<file path="src/rtl/regfile_writeback_pkg.sv">
// Shared types and constants for the register-file write-back stage.
package regfile_wb_pkg;

  localparam int DATA_WIDTH = 64;
  localparam int ADDR_WIDTH = 5;
  localparam logic [ADDR_WIDTH-1:0] ZERO_REG = 5'd31;

  typedef struct packed {
    logic [ADDR_WIDTH-1:0] address;
    logic [DATA_WIDTH-1:0] data;
  } wb_entry_t;

  typedef enum logic {
    SRC_ALU = 1'b0,
    SRC_MEM = 1'b1
  } wb_src_t;

endpackage

</file>
<file path="src/rtl/regfile_writeback_if.sv">
// Producer handshakes (ALU, memory unit) and the register-file write port.
interface regfile_writeback_if #(
  parameter int DATA_WIDTH = 64,
  parameter int ADDR_WIDTH = 5
);
  logic                  alu_valid;
  logic                  alu_ready;
  logic [ADDR_WIDTH-1:0] alu_address;
  logic [DATA_WIDTH-1:0] alu_data;
  logic                  mem_valid;
  logic                  mem_ready;
  logic [ADDR_WIDTH-1:0] mem_address;
  logic [DATA_WIDTH-1:0] mem_data;
  logic [ADDR_WIDTH-1:0] rf_address;
  logic [DATA_WIDTH-1:0] rf_data;
  logic                  rf_write;

  modport slave (
    input  alu_valid, alu_address, alu_data,
    input  mem_valid, mem_address, mem_data,
    output alu_ready, mem_ready,
    output rf_address, rf_data, rf_write
  );

  modport master (
    output alu_valid, alu_address, alu_data,
    output mem_valid, mem_address, mem_data,
    input  alu_ready, mem_ready,
    input  rf_address, rf_data, rf_write
  );
endinterface

</file>
<file path="src/rtl/regfile_writeback_wb_fifo.sv">
// Per-source result FIFO; with REGFILE_WB_HAZARD_EN it also exposes per-slot
// destination addresses and valid bits for the hazard compare.
module wb_fifo
  import regfile_wb_pkg::*;
#(
  parameter int DEPTH = 4
) (
  input  logic                         clk_i,
  input  logic                         rst_i,
  input  logic                         push_i,
  input  wb_entry_t                    push_entry_i,
  input  logic                         pop_i,
  output wb_entry_t                    head_o,
  output logic                         full_o,
  output logic                         empty_o,
  output logic [$clog2(DEPTH+1)-1:0]   count_o
`ifdef REGFILE_WB_HAZARD_EN
  ,
  output logic [ADDR_WIDTH-1:0]        tap_addr_o [DEPTH],
  output logic [DEPTH-1:0]             tap_valid_o
`endif
);

  localparam int PW = $clog2(DEPTH);
  localparam int CW = $clog2(DEPTH+1);

  wb_entry_t       mem_q [DEPTH];
  logic [PW-1:0]   wr_ptr_q, rd_ptr_q;
  logic [CW-1:0]   count_q;
  logic            do_push, do_pop;

  assign full_o  = (count_q == CW'(DEPTH));
  assign empty_o = (count_q == '0);
  assign count_o = count_q;
  assign head_o  = mem_q[rd_ptr_q];

  // Full is judged before the pop, so a full FIFO never accepts.
  assign do_push = push_i && !full_o;
  assign do_pop  = pop_i && !empty_o;

  always_ff @(posedge clk_i or posedge rst_i) begin
    if (rst_i) begin
      wr_ptr_q <= '0;
      rd_ptr_q <= '0;
      count_q  <= '0;
    end else begin
      if (do_push) wr_ptr_q <= wr_ptr_q + PW'(1);
      if (do_pop)  rd_ptr_q <= rd_ptr_q + PW'(1);
      count_q <= count_q + CW'(do_push) - CW'(do_pop);
    end
  end

  always_ff @(posedge clk_i) begin
    if (do_push) mem_q[wr_ptr_q] <= push_entry_i;
  end

`ifdef REGFILE_WB_HAZARD_EN
  for (genvar gi = 0; gi < DEPTH; gi++) begin : g_tap
    logic [PW-1:0] offset;
    assign offset          = PW'(gi) - rd_ptr_q;
    assign tap_addr_o[gi]  = mem_q[gi].address;
    assign tap_valid_o[gi] = (CW'(offset) < count_q);
  end
`endif

endmodule

</file>
<file path="src/rtl/regfile_writeback.sv">
// Write-back stage: two buffered producers, round-robin arbitration, one
// registered register-file write per cycle. Optional REGFILE_WB_HAZARD_EN.
module regfile_writeback
  import regfile_wb_pkg::*;
#(
  parameter int DATA_WIDTH = regfile_wb_pkg::DATA_WIDTH,
  parameter int ADDR_WIDTH = regfile_wb_pkg::ADDR_WIDTH,
  parameter int DEPTH      = 4
) (
  input  logic                            clk_i,
  input  logic                            rst_i,
  regfile_writeback_if.slave              bus,
  input  logic [ADDR_WIDTH-1:0]           select_a_i,
  input  logic [ADDR_WIDTH-1:0]           select_b_i,
  output logic [$clog2(2*DEPTH+1)-1:0]    pending_count_o,
  output logic                            hazard_a_o,
  output logic                            hazard_b_o
);

  localparam int CW  = $clog2(DEPTH+1);
  localparam int PCW = $clog2(2*DEPTH+1);

  wb_entry_t              src_in   [2];
  wb_entry_t              src_head [2];
  logic [CW-1:0]          src_count [2];
  logic [1:0]             src_push, src_pop, src_full, src_empty;

  wb_src_t                rr_q, rr_d;
  wb_src_t                grant_src;
  logic                   grant_valid;
  wb_entry_t              grant_entry;

  logic [ADDR_WIDTH-1:0]  rf_address_q, rf_address_d;
  logic [DATA_WIDTH-1:0]  rf_data_q, rf_data_d;
  logic                   rf_write_q, rf_write_d;

  assign src_in[0]   = '{address: bus.alu_address, data: bus.alu_data};
  assign src_in[1]   = '{address: bus.mem_address, data: bus.mem_data};
  assign src_push[0] = bus.alu_valid;
  assign src_push[1] = bus.mem_valid;
  assign bus.alu_ready = !src_full[0] && !rst_i;
  assign bus.mem_ready = !src_full[1] && !rst_i;

`ifdef REGFILE_WB_HAZARD_EN
  logic [1:0] hit_a, hit_b;
`endif

  for (genvar gi = 0; gi < 2; gi++) begin : g_src
`ifdef REGFILE_WB_HAZARD_EN
    logic [ADDR_WIDTH-1:0] tap_addr [DEPTH];
    logic [DEPTH-1:0]      tap_valid;
    logic [DEPTH-1:0]      match_a, match_b;
`endif
    wb_fifo #(.DEPTH(DEPTH)) u_fifo (
      .clk_i        (clk_i),
      .rst_i        (rst_i),
      .push_i       (src_push[gi]),
      .push_entry_i (src_in[gi]),
      .pop_i        (src_pop[gi]),
      .head_o       (src_head[gi]),
      .full_o       (src_full[gi]),
      .empty_o      (src_empty[gi]),
      .count_o      (src_count[gi])
`ifdef REGFILE_WB_HAZARD_EN
      ,
      .tap_addr_o   (tap_addr),
      .tap_valid_o  (tap_valid)
`endif
    );
`ifdef REGFILE_WB_HAZARD_EN
    for (genvar gj = 0; gj < DEPTH; gj++) begin : g_cmp
      assign match_a[gj] = tap_valid[gj] && (tap_addr[gj] == select_a_i);
      assign match_b[gj] = tap_valid[gj] && (tap_addr[gj] == select_b_i);
    end
    assign hit_a[gi] = |match_a;
    assign hit_b[gi] = |match_b;
`endif
  end

  always_comb begin
    rr_d        = rr_q;
    grant_valid = 1'b0;
    grant_src   = SRC_ALU;
    src_pop     = '0;
    case ({!src_empty[1], !src_empty[0]})
      2'b01: begin grant_valid = 1'b1; grant_src = SRC_ALU; end
      2'b10: begin grant_valid = 1'b1; grant_src = SRC_MEM; end
      2'b11: begin
        grant_valid = 1'b1;
        grant_src   = rr_q;
        rr_d        = (rr_q == SRC_ALU) ? SRC_MEM : SRC_ALU;
      end
      default: ;
    endcase
    src_pop[grant_src] = grant_valid;
    grant_entry        = src_head[grant_src];

    // Zero-register entries still load the staging register but never write.
    rf_write_d   = grant_valid && (grant_entry.address != ZERO_REG);
    rf_address_d = grant_valid ? grant_entry.address : rf_address_q;
    rf_data_d    = grant_valid ? grant_entry.data    : rf_data_q;
  end

  always_ff @(posedge clk_i or posedge rst_i) begin
    if (rst_i) begin
      rr_q         <= SRC_ALU;
      rf_write_q   <= 1'b0;
      rf_address_q <= '0;
      rf_data_q    <= '0;
    end else begin
      rr_q         <= rr_d;
      rf_write_q   <= rf_write_d;
      rf_address_q <= rf_address_d;
      rf_data_q    <= rf_data_d;
    end
  end

  assign bus.rf_write   = rf_write_q;
  assign bus.rf_address = rf_address_q;
  assign bus.rf_data    = rf_data_q;
  assign pending_count_o = PCW'(src_count[0]) + PCW'(src_count[1]);

`ifdef REGFILE_WB_HAZARD_EN
  assign hazard_a_o = (select_a_i != ZERO_REG) &&
                      ((|hit_a) || (rf_write_q && (rf_address_q == select_a_i)));
  assign hazard_b_o = (select_b_i != ZERO_REG) &&
                      ((|hit_b) || (rf_write_q && (rf_address_q == select_b_i)));
`else
  logic unused_selects;
  assign unused_selects = ^{select_a_i, select_b_i};
  assign hazard_a_o     = 1'b0;
  assign hazard_b_o     = 1'b0;
`endif

endmodule

</file>
<file path="src/flat_wrapper.sv">
// flat-port wrapper written by rule: the top's interface ports become plain ports
module regfile_writeback_flat import regfile_wb_pkg::*;
#(
  parameter int DATA_WIDTH = regfile_wb_pkg::DATA_WIDTH,
  parameter int ADDR_WIDTH = regfile_wb_pkg::ADDR_WIDTH,
  parameter int DEPTH      = 4
)
  (clk_i, rst_i, select_a_i, select_b_i, pending_count_o, hazard_a_o, hazard_b_o, bus_alu_valid, bus_alu_address, bus_alu_data, bus_mem_valid, bus_mem_address, bus_mem_data, bus_alu_ready, bus_mem_ready, bus_rf_address, bus_rf_data, bus_rf_write);
  regfile_writeback_if #(.DATA_WIDTH(DATA_WIDTH), .ADDR_WIDTH(ADDR_WIDTH)) bus_i ();
  input  logic clk_i;
  input  logic rst_i;
  input  logic [ADDR_WIDTH-1:0] select_a_i;
  input  logic [ADDR_WIDTH-1:0] select_b_i;
  output logic [$clog2(2*DEPTH+1)-1:0] pending_count_o;
  output logic hazard_a_o;
  output logic hazard_b_o;
  input wire logic [$bits(bus_i.alu_valid)-1:0] bus_alu_valid;
  input wire logic [$bits(bus_i.alu_address)-1:0] bus_alu_address;
  input wire logic [$bits(bus_i.alu_data)-1:0] bus_alu_data;
  input wire logic [$bits(bus_i.mem_valid)-1:0] bus_mem_valid;
  input wire logic [$bits(bus_i.mem_address)-1:0] bus_mem_address;
  input wire logic [$bits(bus_i.mem_data)-1:0] bus_mem_data;
  output wire logic [$bits(bus_i.alu_ready)-1:0] bus_alu_ready;
  output wire logic [$bits(bus_i.mem_ready)-1:0] bus_mem_ready;
  output wire logic [$bits(bus_i.rf_address)-1:0] bus_rf_address;
  output wire logic [$bits(bus_i.rf_data)-1:0] bus_rf_data;
  output wire logic [$bits(bus_i.rf_write)-1:0] bus_rf_write;
  assign bus_i.alu_valid = bus_alu_valid;
  assign bus_i.alu_address = bus_alu_address;
  assign bus_i.alu_data = bus_alu_data;
  assign bus_i.mem_valid = bus_mem_valid;
  assign bus_i.mem_address = bus_mem_address;
  assign bus_i.mem_data = bus_mem_data;
  assign bus_alu_ready = bus_i.alu_ready;
  assign bus_mem_ready = bus_i.mem_ready;
  assign bus_rf_address = bus_i.rf_address;
  assign bus_rf_data = bus_i.rf_data;
  assign bus_rf_write = bus_i.rf_write;
  regfile_writeback #(.DATA_WIDTH(DATA_WIDTH), .ADDR_WIDTH(ADDR_WIDTH), .DEPTH(DEPTH)) u_core (.clk_i(clk_i), .rst_i(rst_i), .bus(bus_i), .select_a_i(select_a_i), .select_b_i(select_b_i), .pending_count_o(pending_count_o), .hazard_a_o(hazard_a_o), .hazard_b_o(hazard_b_o));
endmodule
</file>
<file path="config.mk">
export PLATFORM = sky130hd
export DESIGN_NAME = regfile_writeback_flat
export DESIGN_NICKNAME = d
export VERILOG_FILES = /design/src/rtl/regfile_writeback_pkg.sv /design/src/rtl/regfile_writeback_if.sv /design/src/rtl/regfile_writeback_wb_fifo.sv /design/src/rtl/regfile_writeback.sv /design/src/flat_wrapper.sv
export SDC_FILE = /design/constraint.sdc
export NUM_CORES = 1
export LEC_CHECK = 0
export CORE_UTILIZATION = 51
export CTS_CLUSTER_DIAMETER = 80
export DETAILED_ROUTE_END_ITERATION = 16
export GPL_ROUTABILITY_DRIVEN = 0
export GPL_TIMING_DRIVEN = 0
export HOLD_SLACK_MARGIN = 0.05
export PLACE_DENSITY = 0.77
export SETUP_SLACK_MARGIN = 0.02
export SYNTH_ARGS = -nofsm -noshare
export SYNTH_HDL_FRONTEND = slang
export SYNTH_SLANG_ARGS = --single-unit
</file>
<file path="constraint.sdc">
create_clock -name clk_i -period 3.1 [get_ports clk_i]
set_input_delay 0.93 -clock clk_i [delete_from_list [all_inputs] [get_ports clk_i]]
set_output_delay 0.93 -clock clk_i [all_outputs]
set_load 0.03 [all_outputs]
</file>
==> results_dict.tcl, run 1 <==
set metrics [dict create \
    worst_slew_margin_rel_pct 37.01 \
    multi_input_area_mm2 0.004981 \
    grt_usage_pct 22.91 \
    clockBufferDepth 3 \
    yosysSeqAreaShare_pct 77.63 \
    nFillCells 3125 \
    vias 11840 \
    synth-seq-cells 637 \
    setup_viol 0 \
    netlist_instances 1120 \
    drt_iter0_drc 966 \
    syn_to_final_growth_pct 22.39 \
    synth_fa_ha_area_share_pct 1.028 \
    cp_data_arrival_time_ns 2.10 \
    cp-start-kind "input port" \
    grt_setup_unrepaired "no" \
    worstSetupPathType "input port to primary output" \
    cts-root-buf "clkbuf_16" \
    hp-class "flop to flop" \
    synth-compound-area-share_pct 1.755 \
    syn_area_per_cell_um2 21.51 \
    clock_latency_ns 0.58 \
    io_pins 230 \
    postRouteAntennaNets 0 \
    synth_warnings 0 \
    routed_wirelength_um 53320 \
    fin_nets 1588 \
    grt_pass1_vias 12560 \
    fin_cells 2079 \
    yosys.area_share.simple_pct 1.625 \
    drc 0 \
    cellLeakagePower_uw 0.01006 \
    dp_hpwl_um 33190 \
    antenna_found_initial 7 \
    final_common_cell "edfxtp_1" \
    drive_gt1_share_pct 20.41 \
    wl_per_cell_um 25.65 \
    hold_buffers 0 \
    die-area_mm2 0.04811 \
    grt_max_degree 48 \
    die_w_um 219.4 \
    yosys-mux-area-fraction_pct 15.68 \
    hold_viol_final 0 \
    synth-xor-area-share_pct 0.4362 \
    fin_crit_ns 3.032 \
    ys_types 31 \
    cellPowerDensity_mw_per_mm2 1030 \
    status "completed" \
    port_buffers 217 \
    core_area_mm2 0.04656 \
    critPathCaptureType "primary output" \
    drv_slew 0 \
    clock.fmax_ghz 0.3298 \
    firstDrtPassIters 5 \
    grt_pass1_wl_um 78450 \
    worstPathMaxFanout 3 \
    initial_utilization_pct 51.75 \
    fp-row-count 79 \
    finalCritPeriodShare_pct 97.82 \
    htree_levels 3 \
    clkSinkCount 637 \
    die_h_um 219.4 \
    tightest_slew_ns 0.9449 \
    placed_cells 1956 \
    synth_area_mm2 0.02409 \
    holdWs_ns 0.4794 \
    clock_skew_ns 0.02145 \
    clk_pin_slew_ns 0.06 \
    max_cap_viol_count 0 \
    overflow 0 \
    numCtsBuffers 66 \
    cts_tree "yes" \
    layout_common_cells "552 x edfxtp_1, 212 x clkdlybuf4s50_1, 138 x mux4_2, 84 x dfrtp_1, 70 x nand2_1" \
    synth_top_family_by_area "multiplexers" \
    peakVddDrop_uv 770.2 \
    via_per_inst 5.693 \
    required_ns 2.17 \
    final-seq-area_mm2 0.01870 \
]
==> final cells by class <==
cell class / instances / share of cell area [%]
Clock buffer: 88 / 6.199
Tap cell: 607 / 2.576
Antenna cell: 2 / 0.01697
Multi-Input combinational cell: 410 / 16.89
Inverter: 17 / 0.2291
Timing Repair Buffer: 229 / 8.304
Buffer: 57 / 1.277
Sequential cell: 637 / 63.43
Clock inverter: 32 / 1.078
==> synth_stat cells <==
cell | number | area (um2)
nor2_1 | 9 | 33.78
buf_2 | 19 | 95.09
o21ai_1 | 19 | 95.09
nor4_2 | 1 | 12.51
fa_1 | 3 | 60.06
a31oi_1 | 1 | 6.260
inv_1 | 17 | 63.81
mux4_2 | 138 | 3108
nand2_1 | 70 | 262.8
a21boi_1 | 2 | 15.01
nor3_2 | 1 | 10.01
or3_4 | 1 | 11.26
o21a_1 | 1 | 7.510
buf_4 | 12 | 90.09
mux2i_1 | 67 | 670.6
xnor2_1 | 9 | 78.83
buf_12 | 3 | 60.06
xor2_1 | 3 | 26.28
a21o_1 | 2 | 15.01
buf_1 | 3 | 11.26
a21oi_1 | 8 | 40.04
conb_1 | 1 | 3.750
clkbuf_1 | 14 | 52.55
dfrtp_1 | 85 | 2127
o21ai_2 | 1 | 8.760
ha_1 | 15 | 187.7
and2_1 | 9 | 56.30
nor3_1 | 1 | 5.000
o21ai_0 | 47 | 235.2
edfxtp_1 | 552 | 16580
buf_6 | 6 | 67.56
==> where the power goes <==
group          switching, uW  internal (uW)  total (uW)
clock network           3150           4650        7800
logic                   5710           4590       10300
registers                713          11600       12300
==> per-layer routing <==
metal	share of wire, %	global-route usage, %	wire length (um)	up-vias
li1	-	-	-	5122
met1	41	29.68	21680	6296
met2	52	39.32	27700	339
met3	5.8	5.059	3102	68
met4	1.4	5.856	768	10
met5	0.14	0	75	-
==> worst max-delay path, stage by stage <==
cell and delay (ns):
clkdlybuf4s50_1 0.51, a21oi_1 0.18, dlygate4sd2_1 0.48
==> final timing paths <==
| check | endpoint | slack (ns) | depth (start not counted) | start |
|---|---|---|---|---|
| worst max-delay path | bus_mem_ready | 0.07 | 3 | rst_i |
| worst min-delay path | u_core.bus.rf_data[60] | 0.48 | 2 | u_core.bus.rf_data[60] |
| worst max register to register | u_core.g_src[1].u_fifo.count_o[2] | 0.43 | 11 | u_core.g_src[1].u_fifo.count_o[1] |
| worst min register to register | u_core.bus.rf_data[60] | 0.48 | 2 | u_core.bus.rf_data[60] |
| max in group asynchronous | u_core.bus.rf_data[33] | 1.45 | 4 | rst_i |
| min in group asynchronous | u_core.bus.rf_data[60] | 0.86 | 2 | rst_i |
==> metrics by stage <==
| stage | setup TNS [ns] | utilization, % | setup slack, ns | power, uW | cell area [um2] |
|---|---|---|---|---|---|
| after floorplan | 0 | - | 0.4326 | 19060 | 24110 |
| after global placement | -571.35 | 58.09 | -1.065 | 22430 | 27040 |
| after detailed placement | -50.25 | 58.71 | -0.2808 | 22930 | 27330 |
| after CTS | -0.09148 | 63.32 | -0.09148 | 30740 | 29480 |
| after global routing | 0 | 63.33 | 0.01364 | 31720 | 29480 |
| final | 0 | 63.34 | 0.06755 | 30380 | 29490 |
==> kinds of logic after synthesis <==
group / Yosys count
other: 1
AOI/OAI and AO/OA: 81
muxes: 205
xor gates and xnor gates: 12
DFF: 637
adders and majority gates: 18
and+or+nand+nor: 92
buffers and inverters: 74
==> registers in the layout, indices dropped and copies added, names as in the netlist <==
| name | cells |
|---|---|
| u_core.g_src.u_fifo.wr_ptr_q | 4 |
| u_core.rr_q | 1 |
| u_core.bus.rf_write | 1 |
| u_core.g_src.u_fifo.rd_ptr_q | 4 |
| u_core.g_src.u_fifo.count_o | 6 |
| u_core.bus.rf_data | 64 |
| u_core.g_src.u_fifo.mem_q | 552 |
| u_core.bus.rf_address | 5 |
==> what timing repair did <==
item,CTS,global route
setup buffers,0,1
resized for setup,12,5
pin swaps,0,1
endpoints found under the setup margin,5,1
Note: power is estimated with default switching activity, not from simulation.
==> run 2, diff against run 1 <==
CAP_MARGIN = 20   (was unset)
CORE_MARGIN = 2   (was unset)
CORE_UTILIZATION = 52   (was 51)
PLACE_DENSITY = 0.78   (was 0.77)
SYNTH_HIERARCHICAL = 1   (was unset)
==> run 2 against run 1 <==
Effect of this change: first-iteration DRC count is 29% higher; clock skew is 0.00071 ns lower; clock power hardly changed; sequential power hardly changed; final cell count is 5.4% higher; fmax is 0.27% higher; die area is 4.8% higher; sequential share of layout area is 2.5 points lower; hold slack better by 0.13 ns.
==> results_dict.tcl, run 2 <==
set metrics [dict create \
    fin_crit_ns 3.024 \
    syn_to_final_growth_pct 21.46 \
    synth_most_common_cell "edfxtp_1" \
    grt_pass1_vias 13890 \
    wl_per_cell_um 26.71 \
    multi_input_area_mm2 0.005921 \
    port_buffers 217 \
    clk_pin_slew_ns 0.06 \
    largest_reg_flops 552 \
    synth_warnings 6 \
    r2r_slack_ns 0.22 \
    netlist_instances 1222 \
    core_area_mm2 0.04785 \
    layout_common_cells "552 x edfxtp_1, 212 x clkdlybuf4s50_1, 136 x mux4_2, 79 x dfrtp_1, 69 x mux2i_1" \
    hp-class "flop to flop" \
    setup_viol 0 \
    vias 13290 \
    postRouteAntennaNets 0 \
    hold_buffers 0 \
    largest_register "u_core/g_src.u_fifo/mem_q" \
    required_ns 2.17 \
    ys_types 35 \
    firstDrtPassIters 5 \
    r2r_cells 12 \
    cp-start-kind "flop" \
    routed_wirelength_um 58520 \
    clock_latency_ns 0.62 \
    finalCritPeriodShare_pct 97.56 \
    cp_slowest_stage_delay_ns 0.67 \
    grt_max_degree 46 \
    hold_viol_final 0 \
    holdWs_ns 0.6098 \
    drv_slew 0 \
    peakVddDrop_uv 781.7 \
    fin_nets 1689 \
    synth_top_cell_area_share_pct 65.54 \
    status "completed" \
    yosysSeqAreaShare_pct 73.95 \
    cellPowerDensity_mw_per_mm2 1060 \
    cts-root-buf "clkbuf_16" \
    regToRegStartpoint "u_core/g_src[1].u_fifo/count_o[1]" \
    crit_chain "ha_2 > clkdlybuf4s50_1" \
    grt_setup_unrepaired "yes" \
    ys_top_cells_by_area "edfxtp_1 66%, mux4_2 12%, dfrtp_1 8.4%" \
    worst_slew_margin_rel_pct 37.32 \
    drc 0 \
    ys_async_sr_fraction_pct 13.34 \
    htree_levels 2 \
    nFillCells 3236 \
    crit_slowest_cell "clkdlybuf4s50_1" \
    drive_gt1_share_pct 20.99 \
    ys.flop_type "edfxtp_1" \
    die_w_um 224.5 \
    drt_iter0_drc 1247 \
    dp_slack_ns -0.2341 \
    cellLeakagePower_uw 0.01016 \
    die-area_mm2 0.05042 \
    via_per_inst 6.067 \
    max_cap_viol_count 0 \
    critPathCaptureType "primary output" \
    synth-seq-cells 637 \
    initial_utilization_pct 52.86 \
    cp-endpoint "pending_count_o[0]" \
    fin_ws_ns 0.07567 \
    worst-path-stages 2 \
    syn_area_per_cell_um2 20.70 \
    worstPathMaxFanout 8 \
    antenna_found_initial 11 \
    final-seq-area_mm2 0.01871 \
    clkSinkCount 637 \
    clock_skew_ns 0.02075 \
    synth_area_mm2 0.02529 \
    worstSetupPathType "flop to primary output" \
    fp-row-count 80 \
    final_common_cell "edfxtp_1" \
    synth_top_area_cell "edfxtp_1" \
    cp_num_buf_inv 1 \
    grt_pass1_wl_um 86600 \
    overflow 0 \
    synth-edff-count 552 \
    grt_usage_pct 23.40 \
    reg2reg_to "u_core/g_src[1].u_fifo/count_o[2]" \
    clock.fmax_ghz 0.3307 \
    clockBufferDepth 3 \
    cp_data_arrival_time_ns 2.09 \
    numCtsBuffers 61 \
    ys_top_cells_by_count "552 x edfxtp_1, 136 x mux4_2, 85 x dfrtp_1, 69 x mux2i_1, 66 x nor3_1" \
    dp_hpwl_um 37410 \
    crit_path_start "u_core/g_src[1].u_fifo/count_o[0]" \
    tightest_slew_ns 0.9402 \
    path_delay_family "buffers and inverters" \
    die_h_um 224.5 \
    cts_tree "yes" \
    io_pins 230 \
]
[run 2: tightest hold or removal path: stages (launching register included)]
cell and delay [ns]:
dfrtp_1 0.42, nand2b_1 0.08, o211ai_1 0.07
[run 2: through the flow]
stage	area (um2)	power [uW]	setup TNS (ns)	utilization (%)	cells
final	30720	32570	0	64.21	2191
after floorplan	25300	20570	0	-	1223
after global placement	28240	24440	-1285.27	59.02	2055
after CTS	30640	32640	0	64.03	2182
after global routing	30710	33980	0	64.19	2189
after detailed placement	28490	24830	-0.7180	59.54	2064
[run 2: how the worst min path moves through the flow]
stage	startpoint	to	slack (ns)	depth (start not counted)
after floorplan	u_core/g_src[0].u_fifo/wr_ptr_q[1]	u_core/g_src[0].u_fifo/wr_ptr_q[1]	0.54	2
after global placement	u_core/g_src[1].u_fifo/wr_ptr_q[1]	u_core/g_src[1].u_fifo/wr_ptr_q[1]	0.57	2
after detailed placement	u_core/g_src[1].u_fifo/wr_ptr_q[1]	u_core/g_src[1].u_fifo/wr_ptr_q[1]	0.59	2
after CTS	u_core/g_src[1].u_fifo/wr_ptr_q[1]	u_core/g_src[1].u_fifo/wr_ptr_q[1]	0.61	2
after global routing	u_core/g_src[1].u_fifo/wr_ptr_q[1]	u_core/g_src[1].u_fifo/wr_ptr_q[1]	0.65	2
final	u_core/g_src[1].u_fifo/wr_ptr_q[1]	u_core/g_src[1].u_fifo/wr_ptr_q[1]	0.61	2
[run 2: report_power, final]
group / switching (uW) / internal (uW) / total [uW]
combinational: 6880 / 5460 / 12300
clock: 3100 / 4710 / 7810
sequential: 847 / 11600 / 12400
total: 10800 / 21700 / 32600
[run 2: layer usage]
metal  GRT usage (%)  wire [um]
met2           38.38      28960
met4           6.217       1162
met5               0         96
met3           5.813       4516
met1           31.71      23780
[run 2: cells by family (layout without fill, tap and decap cells)]
group                      after synthesis  after routing  share of synthesized area [%]
AOI/OAI and AO/OA                       80             80                          2.464
xor gates and xnor gates                10             10                         0.3463
adders and majority gates               18             18                         0.9795
buffers and inverters                   98            447                          2.884
DFF                                    637            637                          73.95
muxes                                  207            207                          15.05
other                                    1              6                        0.01483
and+or+nand+nor                        171            171                          4.314
[run 2: area by class of cell]
type                            count  share of cell area (%)
Antenna cell                        4                 0.03258
Clock inverter                     26                   1.181
Inverter                           20                  0.2525
Multi-Input combinational cell    488                   19.27
Buffer                             78                   2.146
Timing Repair Buffer              233                   7.914
Clock buffer                       90                   5.788
Tap cell                          615                   2.505
Sequential cell                   637                   60.91
[run 2: what timing repair did]
item	4_1_cts	5_1_grt
endpoints found under the setup margin	6	6
setup buffers	2	5
gates resized for setup	17	12
pin swaps	0	0
